<file path="config.mk">
export PLATFORM = sky130hd
export DESIGN_NAME = riscv_dmem_arb
export DESIGN_NICKNAME = d
export VERILOG_FILES = /design/src/rtl/riscv_dmem_arb.sv
export SDC_FILE = /design/constraint.sdc
export NUM_CORES = 1
export LEC_CHECK = 0
export CAP_MARGIN = 10
export CORE_AREA = 2 2 105 107
export DETAILED_ROUTE_END_ITERATION = 8
export DIE_AREA = 0 0 107 109
export DONT_BUFFER_PORTS = 1
export PLACE_DENSITY = 0.3
export SLEW_MARGIN = 20
export SYNTH_ARGS = -nofsm -noshare
export SYNTH_HDL_FRONTEND = slang
export SYNTH_SLANG_ARGS = --single-unit
</file>
<file path="constraint.sdc">
create_clock -name clk_i -period 3.2 [get_ports clk_i]
set_clock_uncertainty 0.15 [all_clocks]
set_input_delay 0.64 -clock clk_i [delete_from_list [all_inputs] [get_ports clk_i]]
set_output_delay 0.64 -clock clk_i [all_outputs]
set_load 0.05 [all_outputs]
</file>
<file path="src/rtl/riscv_dmem_arb.sv">
// riscv_dmem_arb: two-requester data-memory arbiter (LSU = index 0, debug = index 1).
// A single transaction is in flight at a time. The grant is latched in IDLE and the
// owner's request is forwarded to memory until mem_ack_i or a TIMEOUT error ends it.
// Optional feature: define RV_DMEM_ARB_RR_EN for round-robin arbitration.
// Without it, LSU has fixed priority.
module riscv_dmem_arb #(
   parameter int XLEN    = 32,
   parameter int TIMEOUT = 255
) (
   input  logic              clk_i,
   input  logic              rst_ni,
   input  logic [1:0]        req_i,
   input  logic [2*XLEN-1:0] adr_i,
   input  logic [1:0]        we_i,
   input  logic [2*XLEN-1:0] d_i,
   output logic [1:0]        ack_o,
   output logic [1:0]        err_o,
   output logic [XLEN-1:0]   q_o,
   output logic              mem_req_o,
   output logic [XLEN-1:0]   mem_adr_o,
   output logic              mem_we_o,
   output logic [XLEN-1:0]   mem_d_o,
   input  logic              mem_ack_i,
   input  logic [XLEN-1:0]   mem_q_i,
   output logic              busy_o
);

   localparam int CW = $clog2(TIMEOUT + 1);

   typedef enum logic {IDLE, BUSY} state_e;

   state_e          state_q, state_d;
   logic            owner_q, owner_d;
   logic [CW-1:0]   cnt_q, cnt_d;
   logic            winner;
   logic            timeout;
   logic            busy;
`ifdef RV_DMEM_ARB_RR_EN
   logic            last_q, last_d;
`endif

   assign busy    = (state_q == BUSY);
   assign timeout = (cnt_q == CW'(TIMEOUT));

   // Winner among the currently raised requests; only consulted when some bit is set.
   always_comb begin
`ifdef RV_DMEM_ARB_RR_EN
      // On a tie, the requester that was not granted last time wins.
      winner = (req_i == 2'b11) ? ~last_q : req_i[1];
`else
      // LSU wins whenever it is requesting.
      winner = ~req_i[0];
`endif
   end

   // Next-state logic: grant from IDLE, complete on ack, abort on timeout.
   always_comb begin
      // NOTE: every variable gets a default first so no path leaves it unassigned (no latch).
      state_d = state_q;
      owner_d = owner_q;
      cnt_d   = cnt_q;
`ifdef RV_DMEM_ARB_RR_EN
      last_d  = last_q;
`endif
      case (state_q)
         IDLE: begin
            if (|req_i) begin
               state_d = BUSY;
               owner_d = winner;
               cnt_d   = '0;
`ifdef RV_DMEM_ARB_RR_EN
               last_d  = winner;
`endif
            end
         end
         BUSY: begin
            // Ack takes precedence over a timeout in the same cycle.
            if (mem_ack_i) begin
               state_d = IDLE;
            end else if (timeout) begin
               state_d = IDLE;
            end else begin
               // Counter stops at TIMEOUT because the FSM leaves BUSY there.
               cnt_d = cnt_q + 1'b1;
            end
         end
         default: state_d = IDLE;
      endcase
   end

   // State registers with synchronous active-low reset.
   always_ff @(posedge clk_i) begin
      // NOTE: sequential state uses non-blocking assignments so all registers update together.
      if (!rst_ni) begin
         state_q <= IDLE;
         owner_q <= 1'b0;
         cnt_q   <= '0;
`ifdef RV_DMEM_ARB_RR_EN
         last_q  <= 1'b1;
`endif
      end else begin
         state_q <= state_d;
         owner_q <= owner_d;
         cnt_q   <= cnt_d;
`ifdef RV_DMEM_ARB_RR_EN
         last_q  <= last_d;
`endif
      end
   end

   // Memory-side outputs: the owner's slice is forwarded while BUSY.
   always_comb begin
      mem_req_o = busy;
      mem_adr_o = owner_q ? adr_i[XLEN +: XLEN] : adr_i[0 +: XLEN];
      mem_d_o   = owner_q ? d_i[XLEN +: XLEN]   : d_i[0 +: XLEN];
      mem_we_o  = owner_q ? we_i[1]             : we_i[0];
      busy_o    = busy;
   end

   // Requester-side outputs: ack and err are steered one-hot to the owner.
   always_comb begin
      ack_o = 2'b00;
      err_o = 2'b00;
      q_o   = mem_q_i;
      if (busy && mem_ack_i) begin
         ack_o = owner_q ? 2'b10 : 2'b01;
      end else if (busy && timeout) begin
         err_o = owner_q ? 2'b10 : 2'b01;
      end
   end

endmodule
</file>
# ---- Word-level counts from Yosys, hierarchy flattened
# Index checks and enable logic that the tools add are counted.
dict set report op_classes {
  n_addsub 1
  eq_ne 4
  muxes 15
  bitwise_logic 2
  n_reduce_logical 5
}
# op n
set op_table {}
lappend op_table {{two-way mux 32 bit} 2}
lappend op_table {{two-way mux 8 bit} 3}
lappend op_table {{case mux 8 bit (2 select lines)} 1}
lappend op_table {{adder 8 x 1 -> 8 bit (second input constant)} 1}
lappend op_table {{== test 8 bit (second input constant)} 1}
lappend op_table {{two-way mux 2 bit} 4}
lappend op_table {{inequality test 2 bit (second input constant)} 3}
lappend op_table {{two-way mux 1 bit} 4}
lappend op_table {{AND reduction 3 bit} 1}
lappend op_table {{logical AND 1 bit} 2}
lappend op_table {{NOT 1 bit} 2}
lappend op_table {{case mux 1 bit (2 select lines)} 1}
lappend op_table {{AND reduction 2 bit} 1}
lappend op_table {{OR reduction 2 bit} 1}
dict set report word_totals {
  register_bits 10
  input_bits 167
  output_inout_bits 103
  elab_cells 30
}

# ---- Depth between registers and ports, before layout
dict set report depth {
  ltp_word 4
  mapped_depth 6
  mapped_depth_nobuf 5
}

# ---- Worst setup path before layout
# No wires, ideal clock.
dict set report synth_timing {
  path_kind {register -> output}
  start {register state_q (netlist: busy_o)}
  end {output port err_o[0]}
  arrival_time_ns 1.735
  t_required_ns 2.410
  setup_slack_ns 0.675
  path_stages_with_launch 4
  path_buffers 0
  cell_sequence {dfxtp_1 > and2b_2 > nand2_1 > nor2_1}
}
dict set report synth_via {
  elab_chain_len 3
  elab_cells_between_ends 4
  cone_classes {mux (2); reduce/logical (2)}
}
# item line
set synth_lines {}
lappend synth_lines {{start: declaration} 32} ;# state_e state_q, state_d;
lappend synth_lines {{start signal: assignment} 102} ;# state_q <= state_d;
lappend synth_lines {{logical AND 1 bit} 127} ;# end else if (busy && timeout) begin
lappend synth_lines {{two-way mux 2 bit} 127}
lappend synth_lines {{two-way mux 2 bit (*)} 125} ;# if (busy && mem_ack_i) begin
lappend synth_lines {{end: declaration} 17} ;# output logic [1:0] err_o,
# Every way passes the cells marked *; elsewhere a longest branch is shown, timed or not.

# ---- Worst setup path after layout
dict set report layout_timing {
  start {register cnt_q[0]}
  end {output port err_o[1]}
}
dict set report layout_via {
  elab_chain_len 4
}
# item line
set layout_lines {}
lappend layout_lines {{start: declaration} 34} ;# logic [CW-1:0] cnt_q, cnt_d;
lappend layout_lines {{start signal: assignment} 104} ;# cnt_q <= cnt_d;
lappend layout_lines {{== test 8 bit} 43} ;# assign timeout = (cnt_q == CW'(TIMEOUT));
lappend layout_lines {{logical AND 1 bit} 127}
lappend layout_lines {{two-way mux 2 bit} 127}
lappend layout_lines {{two-way mux 2 bit} 125}
# No other way between the ends.

==> flow_metrics.env <==
export IMPL_grt_ovfl_total=0
export IMPL_grt_max_degree=48
export IMPL_max_freq_mhz=403
export IMPL_area_growth_pct=-1.57
export IMPL_fin_hold_ws_ns=0.333
export IMPL_clkTransAtPathRegs_ns=0.05
export IMPL_grt_pass1_wl_mm=7.80
export IMPL_routed_via_count=1194
export IMPL_final_hold_viol_count=0
export IMPL_diodes=0
export IMPL_wl_per_cell_um=22.7
export IMPL_post_cts_setup_buffers=0
export IMPL_synthCells=169
export IMPL_final_util=0.148
export IMPL_cts_resized=0
export IMPL_finalSetupViolCount=0
export IMPL_cts_sinks=10
export IMPL_yosysMostFrequentCell="mux2_2"
export IMPL_routabilityCongestion=0.980
export IMPL_end_kind="output pin"
export IMPL_path_max_fanout=4
export IMPL_yosysWarnings=0
export IMPL_io_buffers=0
export IMPL_p_leak_nw=0.499
export IMPL_htreeDepth=1
export IMPL_clk_path_buf_depth=2
export IMPL_cellPowerDensity_mw_per_mm2=460
export IMPL_detailed_place_hpwl_mm=5.65
export IMPL_drtPass1Iterations=4
export IMPL_finalCritPeriodShare=0.775
export IMPL_finalPower_mw=0.721
export IMPL_synth_seq_area_share=0.126
export IMPL_cp_arrival_ns=1.69
export IMPL_period_minus_slack_ns=2.48
export IMPL_cp_required_ns=2.41
export IMPL_final_cells=276
export IMPL_yosysTopAreaCellShare=0.460
export IMPL_finalMaxSlewViolations=0
export IMPL_crit_type="flop to output pin"
export IMPL_synth_top_area_cell="mux2_2"
export IMPL_startpoint_type="flop"
export IMPL_design_die_area_mm2=0.0117
export IMPL_fp_coreArea_mm2=0.0106
export IMPL_place_inst=272
export IMPL_synth_seq_cells=10
export IMPL_drt_iter0_drc=27
export IMPL_setup_ws_ns=0.720
export IMPL_syn_area_mm2=0.00159
export IMPL_synth_cell_types=32
export IMPL_tns_ns=0
export IMPL_layout_drive_gt1_share=0.603
export IMPL_avgViaCountPerCell=4.33
export IMPL_rows=38
export IMPL_die_y_um=109
export IMPL_ios=270
export IMPL_avgSynthCellArea_um2=9.42
export IMPL_peakVddDrop_uv=164
export IMPL_synthArstFlopShare=0
export IMPL_synth_edf_count=0
export IMPL_drc=0
export IMPL_wl_mm=6.27
export IMPL_grt_pass1_vias=1066
export IMPL_initial_core_util=0.150
export IMPL_grt_use_total=0.0973
export IMPL_run_status="finished clean"
export IMPL_clockRootBuffer="clkbuf_8"
export IMPL_nets=305
export IMPL_synth_ff_type="dfxtp_1"
export IMPL_relSlewSlack=0.629
export IMPL_dieWidth_um=107
export IMPL_cts_hold_buf=0
export IMPL_synthTopCellsByArea="mux2_2, buf_4, dfxtp_1"
export IMPL_maxCapViolations=0
export IMPL_postPlaceCellArea_mm2=0.00151
export IMPL_grt_antenna_before_repair=0
export IMPL_insertion_delay_ns=0.23
export IMPL_fill_cells=1193
export IMPL_place_ws_ns=0.973
export IMPL_tritoncts="done"
export IMPL_tightest_slew_ns=0.557
export IMPL_rsz0062_at_grt="no"
export IMPL_synthTopCellsByCount="mux2_2, buf_4, dfxtp_1, buf_2"
export IMPL_design_area_mm2=0.00157
export IMPL_ant_nets=0
export IMPL_cts_buffers=3
export IMPL_syn_nets=337
export IMPL_hold_class="flop to flop"
[routing by layer]
| metal | vias up | share of wire | track usage |
|---|---|---|---|
| met1 | 542 | 0.37 | 0.110 |
| li1 | 527 | - | - |
| met3 | 4 | 0.22 | 0.0956 |
| met4 | 0 | 0.0053 | 0.0167 |
| met5 | - | 0 | 0 |
| met2 | 121 | 0.41 | 0.132 |
[layout make-up]
type                       instances  area [um^2]  area share
multi-input combinational        113         1080       0.689
inverter                           3         11.3     0.00718
tap                              140          175       0.112
sequential                        10          201       0.128
clock buffer                       4         55.1      0.0351
timing repair buffer               6         45.0      0.0287
[power by group]
group | internal (mW) | switching (mW)
combinational | 0.0876 | 0.345
sequential | 0.128 | 0.00184
clock | 0.108 | 0.0501
[cells in the final DEF, fill, tap and decap left out, types with 2 or more instances in the layout]
cell / count
dfxtp_1: 9
o211ai_1: 2
o21a_1: 2
nand2_1: 4
o2111ai_1: 3
o41ai_1: 3
mux2_2: 65
clkbuf_8: 4
nand4_1: 3
buf_4: 6
nand3_1: 5
nor2_1: 5
a21oi_1: 2
and3_1: 4
inv_1: 3
[worst max-delay path, stage by stage, from the launching register on]
cell,delay [ns]
dfxtp_1,0.37
ha_1,0.24
nand3_1,0.20
nor2_1,0.16
and3_1,0.49
[state kept, by name (all words and copies together), names as in the netlist]
register  flops
busy_o        1
cnt_q         8
owner_q       1
[cell families after synthesis]
logic type / share of synthesized area
buffers and inverters: 0.196
DFF: 0.126
and+or+nand+nor: 0.106
adders and majority gates: 0.00785
AOI/OAI and AO/OA: 0.104
muxes: 0.460
[final timing paths]
kind | from | endpoint | slack, ns | cells after the start
max | cnt_q[0] | err_o[1] | 0.72 | 4
min | cnt_q[1] | cnt_q[1] | 0.33 | 2
max reg2reg | cnt_q[0] | cnt_q[0] | 1.44 | 5
min reg2reg | cnt_q[1] | cnt_q[1] | 0.33 | 2
No activity file was read; power rests on OpenSTA's default activity.
